[src/rtl/stage_mixer.sv]
// stage_mixer: mixes the carrier outputs of one voice frame into a single
// audio sample and writes every operator result back to the modulator.
//
// Pipeline (one operator result per cycle, no upstream stall):
//   cycle 1  scale      : carrier output >>> log2-ish(NumCarriers), else 0
//   cycle 2  accumulate : ID 0 loads, other IDs add, last ID flags frame end
//   cycle 3  finalize   : accumulator >>> MIX_SHIFT, saturate, load o_Sample
//
// Ports
//   i_Clock, i_Reset_n        clock, async active-low reset
//   i_Valid                   operator result present
//   i_VoiceOperator           operator ID (0 .. NUM_VOICE_OPERATORS-1)
//   i_AlgorithmWord           IsACarrier / NumCarriers of the operator
//   i_OperatorOutput          signed 16-bit operator output
//   o_OperatorWritebackValid  registered copy of i_Valid
//   o_OperatorWritebackID     registered copy of i_VoiceOperator
//   o_OperatorWritebackValue  registered copy of i_OperatorOutput
//   o_Sample, o_SampleValid   mixed sample and its valid flag
//   i_SampleReady             consumer accepts o_Sample
//   o_SampleOverrun           sticky: a sample was overwritten unconsumed

`ifndef NUM_VOICE_OPERATORS
`define NUM_VOICE_OPERATORS 8
`endif

package stage_mixer_pkg;
  localparam int unsigned VOICE_OP_W = $clog2(`NUM_VOICE_OPERATORS);

  typedef logic [VOICE_OP_W-1:0] VoiceOperatorID_t;

  typedef struct packed {
    logic       IsACarrier;
    logic [2:0] NumCarriers;
  } AlgorithmWord_t;
endpackage

module stage_mixer
  import stage_mixer_pkg::*;
#(
  parameter int ACC_WIDTH = 24,
  parameter int MIX_SHIFT = 3
) (
  input  logic                i_Clock,
  input  logic                i_Reset_n,
  input  logic                i_Valid,
  input  VoiceOperatorID_t    i_VoiceOperator,
  input  AlgorithmWord_t      i_AlgorithmWord,
  input  logic signed [15:0]  i_OperatorOutput,
  output logic                o_OperatorWritebackValid,
  output VoiceOperatorID_t    o_OperatorWritebackID,
  output logic signed [15:0]  o_OperatorWritebackValue,
  output logic signed [15:0]  o_Sample,
  output logic                o_SampleValid,
  input  logic                i_SampleReady,
  output logic                o_SampleOverrun
);

  localparam VoiceOperatorID_t LAST_ID = VoiceOperatorID_t'(`NUM_VOICE_OPERATORS - 1);
  localparam logic signed [ACC_WIDTH-1:0] SAT_HI = ACC_WIDTH'(32767);
  localparam logic signed [ACC_WIDTH-1:0] SAT_LO = ACC_WIDTH'(-32768);

  // writeback registers
  logic                wb_valid_q, wb_valid_d;
  VoiceOperatorID_t    wb_id_q, wb_id_d;
  logic signed [15:0]  wb_value_q, wb_value_d;

  // scale stage
  logic                s1_valid_q, s1_valid_d;
  VoiceOperatorID_t    s1_id_q, s1_id_d;
  logic signed [15:0]  s1_term_q, s1_term_d;
  logic [1:0]          carrier_shift;

  // accumulate stage
  logic signed [ACC_WIDTH-1:0] acc_q, acc_d;
  logic signed [ACC_WIDTH-1:0] term_ext;
  logic                        armed_q, armed_d;
  logic                        done_q, done_d;

  // finalize stage
  logic signed [ACC_WIDTH-1:0] acc_shifted;
  logic signed [15:0]          sat_sample;
  logic signed [15:0]          sample_q, sample_d;
  logic                        sample_valid_q, sample_valid_d;
  logic                        overrun_q, overrun_d;

  always_comb begin
    wb_valid_d = i_Valid;
    wb_id_d    = i_VoiceOperator;
    wb_value_d = i_OperatorOutput;
  end

  // Carriers are pre-scaled so that the carrier sum stays roughly in range
  // regardless of how many carriers the algorithm has.
  always_comb begin
    case (i_AlgorithmWord.NumCarriers)
      3'd0, 3'd1: carrier_shift = 2'd0;
      3'd2:       carrier_shift = 2'd1;
      3'd3, 3'd4: carrier_shift = 2'd2;
      default:    carrier_shift = 2'd3;
    endcase

    s1_valid_d = i_Valid;
    s1_id_d    = i_VoiceOperator;
    s1_term_d  = '0;
    if (i_Valid && i_AlgorithmWord.IsACarrier) begin
      s1_term_d = i_OperatorOutput >>> carrier_shift;
    end
  end

  // armed_q blocks a frame end that was not preceded by an ID 0 since reset,
  // so a frame cut in half by reset never produces a sample.
  always_comb begin
    term_ext = {{(ACC_WIDTH-16){s1_term_q[15]}}, s1_term_q};
    acc_d    = acc_q;
    armed_d  = armed_q;
    done_d   = 1'b0;
    if (s1_valid_q) begin
      if (s1_id_q == '0) begin
        acc_d   = term_ext;
        armed_d = 1'b1;
      end else begin
        acc_d = acc_q + term_ext;
      end
      if ((s1_id_q == LAST_ID) && (armed_q || (s1_id_q == '0))) begin
        done_d = 1'b1;
      end
    end
  end

  always_comb begin
    acc_shifted = acc_q >>> MIX_SHIFT;
    if (acc_shifted > SAT_HI) begin
      sat_sample = 16'sh7FFF;
    end else if (acc_shifted < SAT_LO) begin
      sat_sample = 16'sh8000;
    end else begin
      sat_sample = acc_shifted[15:0];
    end

    sample_d       = sample_q;
    sample_valid_d = sample_valid_q;
    overrun_d      = overrun_q;
    if (done_q) begin
      // a new sample always wins; it is only an overrun if the old one was
      // not being taken in this very cycle
      sample_d       = sat_sample;
      sample_valid_d = 1'b1;
      if (sample_valid_q && !i_SampleReady) begin
        overrun_d = 1'b1;
      end
    end else if (sample_valid_q && i_SampleReady) begin
      sample_valid_d = 1'b0;
    end
  end

  always_ff @(posedge i_Clock or negedge i_Reset_n) begin
    if (!i_Reset_n) begin
      wb_valid_q     <= 1'b0;
      wb_id_q        <= '0;
      wb_value_q     <= '0;
      s1_valid_q     <= 1'b0;
      s1_id_q        <= '0;
      s1_term_q      <= '0;
      acc_q          <= '0;
      armed_q        <= 1'b0;
      done_q         <= 1'b0;
      sample_q       <= '0;
      sample_valid_q <= 1'b0;
      overrun_q      <= 1'b0;
    end else begin
      wb_valid_q     <= wb_valid_d;
      wb_id_q        <= wb_id_d;
      wb_value_q     <= wb_value_d;
      s1_valid_q     <= s1_valid_d;
      s1_id_q        <= s1_id_d;
      s1_term_q      <= s1_term_d;
      acc_q          <= acc_d;
      armed_q        <= armed_d;
      done_q         <= done_d;
      sample_q       <= sample_d;
      sample_valid_q <= sample_valid_d;
      overrun_q      <= overrun_d;
    end
  end

  assign o_OperatorWritebackValid = wb_valid_q;
  assign o_OperatorWritebackID    = wb_id_q;
  assign o_OperatorWritebackValue = wb_value_q;
  assign o_Sample                 = sample_q;
  assign o_SampleValid            = sample_valid_q;
  assign o_SampleOverrun          = overrun_q;

endmodule
[config.mk]
export PLATFORM = sky130hd
export DESIGN_NAME = stage_mixer
export DESIGN_NICKNAME = d
export VERILOG_FILES = /design/src/rtl/stage_mixer.sv
export SDC_FILE = /design/constraint.sdc
export NUM_CORES = 1
export LEC_CHECK = 0
export CORE_ASPECT_RATIO = 1.2
export CORE_MARGIN = 5
export CORE_UTILIZATION = 35
export DETAILED_ROUTE_END_ITERATION = 16
export PLACE_DENSITY_LB_ADDON = 0.3
export SYNTH_ARGS = -nofsm -noshare
export SYNTH_HDL_FRONTEND = slang
export SYNTH_SLANG_ARGS = --single-unit
export TNS_END_PERCENT = 5
[constraint.sdc]
create_clock -name i_Clock -period 2.4 [get_ports i_Clock]
set_input_delay 0.24 -clock i_Clock [delete_from_list [all_inputs] [get_ports i_Clock]]
set_output_delay 0.24 -clock i_Clock [all_outputs]
set_load 0.01 [all_outputs]
==> Word level (Yosys, flattened, before mapping) <==
Index checks and enable logic that the tools add are counted.
Widths: inputs -> output; s select.
{ "totals": {"register_bits": 80, "inputBits": 27, "wordCells": 41, "out_inout_bits": 38} }
{ "classes": {"order_cmp": 2, "eq_ne": 5, "addsub": 1, "n_mux": 9, "reduce_logical": 13, "shift": 1} }
{ "op_table": {"columns": ["operator", "count"], "rows": [
  ["$mux 16", 3],
  ["$add 24x16->24", 1],
  ["$mux 24", 1],
  ["$gt 21x16->1 const B", 1],
  ["$lt 21x16->1 const B", 1],
  ["$sshr 16x2->16", 1],
  ["$eq 3x2->1 const B", 2],
  ["$eq 3x3->1 const B", 2],
  ["$logic_not 3->1", 2],
  ["$pmux 2 s3", 1],
  ["$logic_and 1x1->1", 4],
  ["$mux 1", 4],
  ["$reduce_and 2->1", 2],
  ["$reduce_or 2->1", 2],
  ["$eq 3x1->1 const B", 1],
  ["$reduce_bool 2->1", 1],
  ["$logic_not 1->1", 1],
  ["$logic_or 1x1->1", 1]
]} }

==> Logic depth before layout (Yosys ltp) <==
Gate-level depths: netlist (run 1).
{ "logic_depth": {"word_depth": 5, "depth_mapped": 10, "ltp_nobuf": 10} }

==> Worst setup path before layout (run 1) <==
No wires, ideal clock.
{ "synth_timing": {"path_type": "reg2reg", "from": "register s1_term_q[15]", "to": "register acc_q[23]", "path_slack_ns": 0.018, "path_stages_with_launch": 9, "n_path_buf": 0, "synth_period_minus_slack_ns": 2.382, "required_time_ns": 2.269, "setup_ns": 0.131, "arrival_ns": 2.251, "path_cell_list": "dfrtp_1 -> ha_1 -> a21o_1 -> a21o_1 -> a221oi_4 -> nand2_1 -> a21oi_1 -> a22oi_1 -> or3_1"} }
{ "synth_between": {"elab_chain_len": 2} }
{ "synth_lines": {"columns": ["item", "line", "text"], "rows": [
  ["start: declaration", "70", "logic signed [15:0] s1_term_q, s1_term_d;"],
  ["start signal: assignment", "176", "s1_term_q <= s1_term_d;"],
  ["$add 24x16->24", "122", "acc_d = acc_q + term_ext;"],
  ["$mux 24 *", "118", "if (s1_id_q == '0) begin"],
  ["end signal: assignment", "164", "acc_q <= '0;"],
  ["end signal: assignment", "177", "acc_q <= acc_d;"],
  ["end: declaration", "74", "logic signed [ACC_WIDTH-1:0] acc_q, acc_d;"]
]} }
Mark *: on every way between the ends. The rest lies on a longest branch, timed or not.
A chain may end at the register's enable or synchronous reset.

==> Worst setup path in the final report (run 1) <==
Ends and elaborated chain as after synthesis.

==> metrics.txt, run 1 <==
CP top delay family simple AND/OR/NAND/NOR gates; max_cap viols 0; Crit path required time 2.61 ns; Main synth FF type dfrtp_1; Worst-path clk slew 0.06 ns; Mapped Nets 521; HP Start i_VoiceOperator[0]; root buf cell clkbuf_16; commonest cells after routing, fill and taps aside dfrtp_1, a21oi_1, clkdlybuf4s50_1; synthesis warning total 0; layout cells sized above 1 17.4%; CP Cell Sequence ha_1, and3_2, and2_1, a221oi_4, nor3_1, a41oi_1, a22oi_1, or3_1; CTS H-tree lvls 3; TritonCTS buffer count 9; Distinct cells, synth 58; DRC 0; Cell Area, Synth 4550 um^2; Die Ht 135 um; CP max stage delay 0.49 ns; skew final 0.00665 ns; RR Startpoint s1_term_q[15]; nets 616; hold depth 1; initial antenna violation count 0; f_max 0.426 GHz; clock latency on the worst-skew pair 0.33 ns; CP Data Arrival Time 2.56 ns; port bufs 64; Post-synth EDFFs 0; Total GRT Usage 15.4%; GPL Wtd Cong 0.889; status finished, final reports clean; Hold Path Sink s1_id_q[0]; DR pass1 iterations 5; die area 15,400 um^2; Combinational Power Share 39.6%; HPWL Detailed 8450 um; first-pass GRT wire length 19,000 um; Int Pwr 0.00351 W; count of standard-cell rows 45; Ant. Diodes 0; initial core utilization 35.7%; count of pins over their slew limit 0; most common cell after layout, fill and taps aside dfrtp_1; Layout fillers 1,268; clk sinks 80; number of top-level pins 65; Worst VDD drop 0.430 mV; register area share after synthesis 44.0%; final hold viol count 0; sw power 0.00191 W; setup slack, reg-to-reg 0.05 ns; Synth-to-Final Area Change 32.4%; total grt overflow 0; r2r worst-path depth 8; Leak 2.61 nW; Post-Syn Instances 470; CTS tree done; Crit Reg-Reg Endpoint acc_q[23]; Period minus WS final 2.35 ns; worst hold path type input pin to register; vias in the first global route 3,892; Final Util 47.3%; DR iter-0 viols 149; Rel. slew slack 24.1%; Sw Share 35.2%; CP Launch Type register; register bit total from synthesis 80; DR vias/cell 5.15; hold slack final 0.343 ns; sequential share of power 34.6%; PD cells 900 nW/um^2; Clk pwr share 25.9%; CP max FO 6; slowest stage cell, crit path dfrtp_2; synthesized area per cell 9.67 um^2; via count 3,777; setup violators final 0; CP Capture Type register; final wirelength 11,400 um; WP buf/inv 0; fin crit share 97.7%; Core ar. 12,700 um^2; Final ANT Viol Nets 0; clock buffer depth 2; largest net degree at the start of global routing 43; Die Width 114 um; Async SR Flop Fraction 100%; Crit Path Category register to register; RSZ-0062 raised after global routing yes; Avg WL per Cell 15.5 um; worst-margin pin slew 1.14 ns
cells in the mapped netlist (2+ instances only):
master,instances,share of area (%)
o2111ai_1,2,0.39
a21o_1,10,1.7
nand3_1,8,0.88
nand4_1,4,0.55
or3_1,4,0.55
and3_1,3,0.41
inv_1,9,0.74
o21bai_1,2,0.33
o221ai_1,2,0.39
clkbuf_1,16,1.3
nor2_1,48,4.0
a21boi_0,7,1.2
xor2_1,5,0.96
a31oi_1,8,1.1
buf_4,3,0.50
nand2_1,36,3.0
o21a_1,3,0.50
ha_1,23,6.3
o21ai_0,19,2.1
nor3_1,6,0.66
nor2b_1,12,1.7
xnor2_1,13,2.5
a311oi_1,2,0.39
a211oi_1,6,0.99
o21ai_1,5,0.55
mux4_2,5,2.5
mux2i_1,8,1.8
dfrtp_1,80,44
a21oi_1,74,8.1
buf_2,6,0.66
o31ai_1,2,0.33
mux2_2,4,0.99
nand2b_1,7,0.96
o211ai_1,3,0.50
a41oi_1,2,0.39
worst reg2reg max path: cells and delay by family, from the launching register on:
| kind | cells | cell delay (ns) |
|---|---|---|
| adders and majority gates | 1 | 0.37 |
| AOI/OAI and AO/OA | 3 | 0.54 |
| DFF | 1 | 0.49 |
| and+or+nand+nor | 4 | 0.83 |
area by class of cell:
type	count	area, um^2	share of cell area (%)
clock buffer	10	229	3.80
inverter	9	33.8	0.561
multi-input combinational	355	2470	41.1
tap	164	205	3.41
clock inverter	6	75.1	1.25
timing repair buffer	110	1000	16.6
sequential	80	2000	33.3
worst max-delay path by stage:
stage,start,endpoint,slack (ns),cells after the start
after floorplan,s1_term_q[15],acc_q[23],0.02,8
after global placement,s1_term_q[0],acc_q[20],-0.02,11
after detailed placement,s1_term_q[0],acc_q[20],-0.11,11
after CTS,s1_term_q[15],acc_q[23],0.01,9
after global routing,acc_q[0],acc_q[18],-0.08,11
final,s1_term_q[15],acc_q[23],0.05,8
timing repair:
| item | in CTS | in global routing |
|---|---|---|
| setup buffers | 3 | 2 |
| hold endpoints to repair | 41 | 0 |
| hold buffers | 1 | 0 |
| pin swaps | 7 | 2 |
| endpoints found under the setup margin | 5 | 8 |
| gates resized for setup | 7 | 15 |
| cloned | 0 | 0 |
metrics by stage:
stage	total power, W	cell area (um^2)	instances	setup slack, ns	TNS (ns)
after floorplan	0.00315	4550	470	0.0179	0
after global placement	0.00393	5590	712	-0.0233	-0.0476
after detailed placement	0.00397	5590	712	-0.106	-0.280
after CTS	0.00542	5950	732	0.0120	0
after global routing	0.00580	6020	734	-0.0811	-0.169
final	0.00542	6020	734	0.0542	0
sequential cells by signal, indices dropped and copies added (netlist names), 3 cells and up:
register	cells
acc_q	24
o_OperatorWritebackValue	16
o_Sample	16
s1_id_q	3
s1_term_q	16
routing by layer:
layer	wire length [um]	up-vias	global-route usage [%]
met5	0	-	0
met4	150	0	5.54
met3	554	9	2.91
met2	5510	78	25.5
met1	5180	1798	20.0
li1	-	1892	-
cell families (layout without fill, tap and decap cells):
| logic type | after synthesis | count (layout) | synth area share [%] |
|---|---|---|---|
| DFF | 80 | 80 | 44.0 |
| and+or+nand+nor | 136 | 136 | 14.2 |
| adders and majority gates | 24 | 24 | 6.77 |
| muxes | 17 | 17 | 5.23 |
| buffers and inverters | 35 | 135 | 3.47 |
| AOI/OAI and AO/OA | 160 | 160 | 22.9 |
| xor gates and xnor gates | 18 | 18 | 3.47 |
power groups by stage:
stage | clock network (W) | logic (W) | registers [W]
detailed placement | 0 | 0.00208 | 0.00189
global route | 0.00149 | 0.00240 | 0.00192
CTS | 0.00144 | 0.00211 | 0.00187
global placement | 0 | 0.00205 | 0.00188
floorplan | 0 | 0.00129 | 0.00187
finish | 0.00140 | 0.00214 | 0.00187
(Power assumes the default switching activity.)
==> run 2: changes to the inputs <==
- CORE_UTILIZATION: 35 -> 40
- clock period: 2.4 -> 2.36 ns (I/O delays scaled with it)
==> run 2 against run 1 <==
Against the previous run:
- the flow now finishes with violations (setup timing)
- design area is 0.56% higher
- highest routed layer unchanged
- maximum frequency is 2.9% lower
- hold slack worse by 0.014 ns
- die area is 12% lower
- clock power hardly changed
- utilization is 7.3 points higher
- clock skew is 0.00070 ns higher
==> metrics.txt, run 2 (synthesized netlist as in run 1, its figures left out) <==
status finished, violations left; failing checks setup timing; first-pass GRT wire length 19,200 um (+0.95%); Hold Path Sink s1_id_q[0]; initial antenna violation count 0 (unchanged); port bufs 64 (unchanged); Die Width 107 um (-5.9%); layout cells sized above 1 18.3% (+0.91 points); root buf cell clkbuf_16; total grt overflow 0 (unchanged); Core ar. 11,100 um^2 (-13%); clock buffer depth 2 (unchanged); Rel. slew slack 29.2% (+5.0 points); max FFs per register 24 (unchanged); sequential cell area 2000 um^2 (unchanged); vias in the first global route 3,970 (+2.0%); RR Startpoint s1_term_q[15]; via count 3,885 (+2.9%); Fin Setup TNS -0.126 ns (-0.126 ns); Worst-path clk slew 0.06 ns (about the same); CP Data Arrival Time 2.64 ns (+0.08 ns); Leak 2.60 nW (-0.37%); DR pass1 iterations 4 (-1); DR vias/cell 5.37 (+4.4%); DR iter-0 viols 189 (+27%); max_cap viols 0 (unchanged); Period minus WS final 2.42 ns (+0.0710 ns); Finished Layout Cells 723 (-1.5%); DRC 0 (unchanged); Synth-to-Final Area Change 33.2%; most common cell after layout, fill and taps aside dfrtp_1; GPL Wtd Cong 0.968 (+8.9%); nets 615 (-0.16%); r2r worst-path depth 9 (+1); clk sinks 80 (unchanged); setup slack, reg-to-reg -0.06 ns (-0.11 ns); CTS H-tree lvls 3 (unchanged); die area 13,600 um^2 (-12%); RSZ-0062 raised after global routing yes; CP max FO 6 (unchanged); Tot Pwr 0.00559 W (+3.2%); number of top-level pins 65 (unchanged); final wirelength 11,500 um (+0.55%); Ant. Diodes 0 (unchanged); Total GRT Usage 17.5% (+2.1 points); Avg WL per Cell 15.8 um (+2.1%); Crit Reg-Reg Endpoint acc_q[23]; largest net degree at the start of global routing 46 (+7.0%); TritonCTS buffer count 9 (unchanged); placed cell count 701 (-1.5%); setup violators final 4 (+4); Layout fillers 1,021 (-19%); final hold viol count 0 (unchanged); Crit Path Category register to register; count of pins over their slew limit 0 (unchanged); Largest Register acc_q; fin crit share 102% (+4.7 points); Setup WS pre-CTS -0.149 ns (-0.0428 ns); HP Start i_VoiceOperator[0]; Final Cell Area 6060 um^2 (+0.56%); Final ANT Viol Nets 0 (unchanged); f_max 0.414 GHz (-2.9%); Die Ht 127 um (-6.0%); CP Launch Type register; clock latency on the worst-skew pair 0.34 ns (about the same); Crit path required time 2.58 ns (-0.03 ns); footprint of the multi-input gates 2540 um^2 (+2.6%); commonest cells after routing, fill and taps aside dfrtp_1, a21oi_1, clkdlybuf4s50_1; skew final 0.00734 ns (+0.000696 ns); HPWL Detailed 8540 um (+0.99%); Cell Area, Placed 5560 um^2 (-0.56%); CTS tree done; count of standard-cell rows 42 (-6.7%); worst-margin pin slew 1.06 ns (-0.0756 ns); CP Capture Type register; worst hold path type input pin to register; PD cells 924 nW/um^2 (+2.7%); initial core utilization 41.0% (+5.3 points); Worst VDD drop 0.404 mV (-6.1%); hold depth 1 (unchanged); Final WS setup -0.0569 ns (-0.111 ns)
run 2: changes by cell type in the layout (fill, tap and decap cells not counted), sizes merged:
cell    before  now
clkinv       0    4
inv         13   10
buf         46   45
clkbuf      10    9
run 2: final cells by class:
cell class                      instances  area share (%)
Inverter                                9           0.558
Sequential cell                        80            33.1
Clock inverter                          7            1.34
Multi-Input combinational cell        355            41.9
Tap cell                              154            3.18
Timing Repair Buffer                  109            16.2
Clock buffer                            9            3.72
run 2: metrics by stage:
step	hold slack, ns	utilization (%)
2_1_floorplan	-0.0596	-
3_3_place_gp	0.267	50.1
3_5_place_dp	0.271	50.1
4_1_cts	0.325	54.2
5_1_grt	0.325	54.6
6_report	0.329	54.6
run 2: worst max-delay path, stage by stage, from the launching register on:
cell and delay, ns:
dfrtp_2 0.51, buf_6 0.17, buf_4 0.13, ha_4 0.24, buf_4 0.15, a221oi_4 0.33, nor3_2 0.09, a41oi_2 0.20
a22oi_1 0.11, or3_1 0.35
run 2: timing repair:
action	4_1_cts	5_1_grt
hold endpoints to repair	43	0
pin swaps	12	5
hold buffers	1	0
gates resized for setup	19	11
setup buffers	5	0
endpoints found under the setup margin	7	11
run 2: per-layer routing:
metal,GRT usage [%],share of wire (%),up-vias
li1,-,-,1889
met1,22.7,45,1859
met2,28.9,47,124
met3,3.15,6.7,13
met4,6.92,1.4,0
met5,0,0,-
run 2: worst max-delay path by stage:
stage	start	endpoint	slack, ns	depth (start not counted)
finish	s1_term_q[15]	acc_q[23]	-0.06	9
CTS	s1_term_q[15]	acc_q[23]	-0.03	9
global placement	s1_term_q[0]	acc_q[18]	-0.07	10
detailed placement	s1_term_q[0]	acc_q[18]	-0.15	10
floorplan	s1_term_q[15]	acc_q[23]	0.04	8
global route	acc_q[0]	acc_q[20]	-0.18	10
run 2: power by group:
| group | internal [W] | switching (W) |
|---|---|---|
| registers | 0.00166 | 0.000258 |
| logic | 0.00111 | 0.00116 |
| clock network | 0.000830 | 0.000582 |
| total | 0.00360 | 0.00200 |
==> RTL edit, RTL diff (config.mk and constraints of run 1) <==
`wb_value_q` no longer has a reset.
--- a/src/rtl/stage_mixer.sv
+++ b/src/rtl/stage_mixer.sv
@@ -157,7 +157,6 @@
     if (!i_Reset_n) begin
       wb_valid_q     <= 1'b0;
       wb_id_q        <= '0;
-      wb_value_q     <= '0;
       s1_valid_q     <= 1'b0;
       s1_id_q        <= '0;
       s1_term_q      <= '0;
@@ -170,7 +169,6 @@
     end else begin
       wb_valid_q     <= wb_valid_d;
       wb_id_q        <= wb_id_d;
-      wb_value_q     <= wb_value_d;
       s1_valid_q     <= s1_valid_d;
       s1_id_q        <= s1_id_d;
       s1_term_q      <= s1_term_d;
@@ -183,6 +181,10 @@
     end
   end
 
+  always_ff @(posedge i_Clock) begin
+    wb_value_q <= wb_value_d;
+  end
+
   assign o_OperatorWritebackValid = wb_valid_q;
   assign o_OperatorWritebackID    = wb_id_q;
   assign o_OperatorWritebackValue = wb_value_q;
Formal check against the unedited RTL: not equivalent (a bounded check fails within 4 cycles, from zero or initial values and one cycle with i_Reset_n low).
==> RTL edit against run 1 <==
Critical path depth up 3. Highest routed layer unchanged. Worst setup slack lost 0.043 ns. Cell count rose by 0.82%. Total power up 0.86%. Sequential cell count unchanged. Wire length down 0.36%. Cell area about the same. Utilization increased by 0.45 points. Critical path type unchanged. Maximum frequency decreased by 1.8%. Synthesized area fell by 1.8%.
==> RTL edit: results (changes against run 1) <==
Synth area leaders = dfrtp_1, a21oi_1, dfxtp_1 (was dfrtp_1, a21oi_1, ha_1)
Number of DRC markers in iteration 0 = 112 (was 149)
DR vias/cell = 5.10 (was 5.15)
Compound-gate portion of the synthesized area = 23.3% (was 22.9%)
Crit Path Max Fanout = 3 (was 6)
XOR/XNOR Fraction of Synth Area = 3.53% (was 3.47%)
First-pass detailed-route iteration total = 4 (was 5)
Share of layout cells above drive strength 1 = 18.8% (was 17.4%)
Cells after DPL = 718 (was 712)
Most frequent cells after synthesis = a21oi_1, dfrtp_1, nor2_1 (was dfrtp_1, a21oi_1, nor2_1)
Slew Viols, Final = 0 (unchanged)
Post-Synth Adder-Cell Area = 6.89% (was 6.77%)
Drt wl/cell = 15.3 um (was 15.5 um)
First-pass GRT wire length = 19.6 mm (was 19.0 mm)
Final setup skew = 0.00586 ns (was 0.00665 ns)
Via total after detailed routing = 3773 (was 3777)
Layout Nets = 622 (was 616)
Max reg flops = 24 (unchanged)
Synth cell types = 59 (was 58)
Register area share after synthesis = 43.0% (was 44.0%)
Share of flip-flops with an asynchronous set or reset = 80.0% (was 100%)
Mux share of post-synthesis cell area = 5.32% (was 5.23%)
Overall Global Routing Usage = 16.0% (was 15.4%)
Largest net degree at the start of global routing = 39 (was 43)
Vias in the first global route = 3966 (was 3892)
Worst R2R Path Depth = 11 (was 8)
CTS buffer count = 9 (unchanged)
Synth Area per Inst = 9.50 um^2 (was 9.67 um^2)
Max VDD drop = 0.366 mV (was 0.430 mV)
Clock buffer depth = 2 (unchanged)
P_leak = 2.58 nW (was 2.61 nW)
Status = finished clean (unchanged)
Detailed placer's ending HPWL = 8.73 mm (was 8.45 mm)
Routability cong. = 0.893 (was 0.889)
Worst Tran Pin Value = 1.08 ns (was 1.14 ns)
## RTL edit: cell count changes after synthesis
cell     delta
dfrtp_1    -16
dfxtp_1    +16
## RTL edit: report_power, final
group / internal [W] / total, W / switching, W
Combinational: 0.00107 / 0.00216 / 0.00110
Sequential: 0.00163 / 0.00188 / 0.000248
Clock: 0.000829 / 0.00142 / 0.000594
## RTL edit: path summary, 6_finish.rpt
path | startpoint | end | slack (ns)
worst max register to register | acc_q[0] | acc_q[18] | 0.01
max in group asynchronous | i_Reset_n | acc_q[12] | 1.34
min in group asynchronous | i_Reset_n | done_q | 0.45
worst min-delay path | i_VoiceOperator[2] | s1_id_q[2] | 0.34
worst max-delay path | acc_q[0] | acc_q[18] | 0.01
worst min register to register | armed_q | armed_q | 0.46
## RTL edit: timing repair
action / CTS / global route
setup buffers: 4 / 1
hold buffers: 1 / 0
endpoints found under the hold margin: 26 / 0
gates resized for setup: 10 / 12
endpoints found under the setup margin: 7 / 10
pin swaps: 4 / 8
gates cloned: 0 / 0
## RTL edit: final cells by class
| type | instances | share of cell area, % |
|---|---|---|
| repair buffers | 116 | 17.4 |
| clock buffers | 9 | 3.74 |
| inverters | 9 | 0.561 |
| clock inverters | 7 | 1.45 |
| flip-flops and latches | 80 | 31.9 |
| well taps | 164 | 3.41 |
| multi-input cells | 355 | 41.5 |
## RTL edit: kinds of logic (layout without fill, tap and decap cells)
kind of cell / Yosys count / after routing
buf+inv: 35 / 141
xor+xnor: 18 / 18
simple gates: 136 / 136
compound gates: 160 / 160
mux: 17 / 17
fa+ha+maj: 24 / 24
flops: 80 / 80
## RTL edit: routing by layer
metal  vias up  wire length [um]  track usage [%]
met1      1762              5260             20.9
met3        12               621             3.50
li1       1909                 -                -
met5         -                 0                0
met2        90              5280             25.9
met4         0               183             5.54
## RTL edit: stage by stage
| stage | setup TNS [ns] | instance area (um^2) | setup slack, ns | util, % | hold slack, ns |
|---|---|---|---|---|---|
| 3_3_place_gp | -0.391 | 5550 | -0.147 | 44.0 | 0.291 |
| 6_report | 0 | 6030 | 0.0109 | 47.8 | 0.340 |
| 2_1_floorplan | 0 | 4470 | 0.0179 | - | -0.0556 |
| 3_5_place_dp | -0.884 | 5550 | -0.260 | 44.0 | 0.288 |
| 5_1_grt | -0.866 | 6030 | -0.158 | 47.8 | 0.328 |
| 4_1_cts | -0.0193 | 5980 | -0.0193 | 47.4 | 0.327 |
## RTL edit: worst max-delay path, cell delays in order, from the launching register on
cell and delay [ns]:
dfrtp_1 0.39, ha_2 0.20, inv_2 0.05, fa_2 0.17, and2b_2 0.24, o2111ai_4 0.22
a211oi_2 0.10, buf_4 0.17, o211ai_1 0.25, a21oi_2 0.10, o21a_1 0.18, o31ai_1 0.22
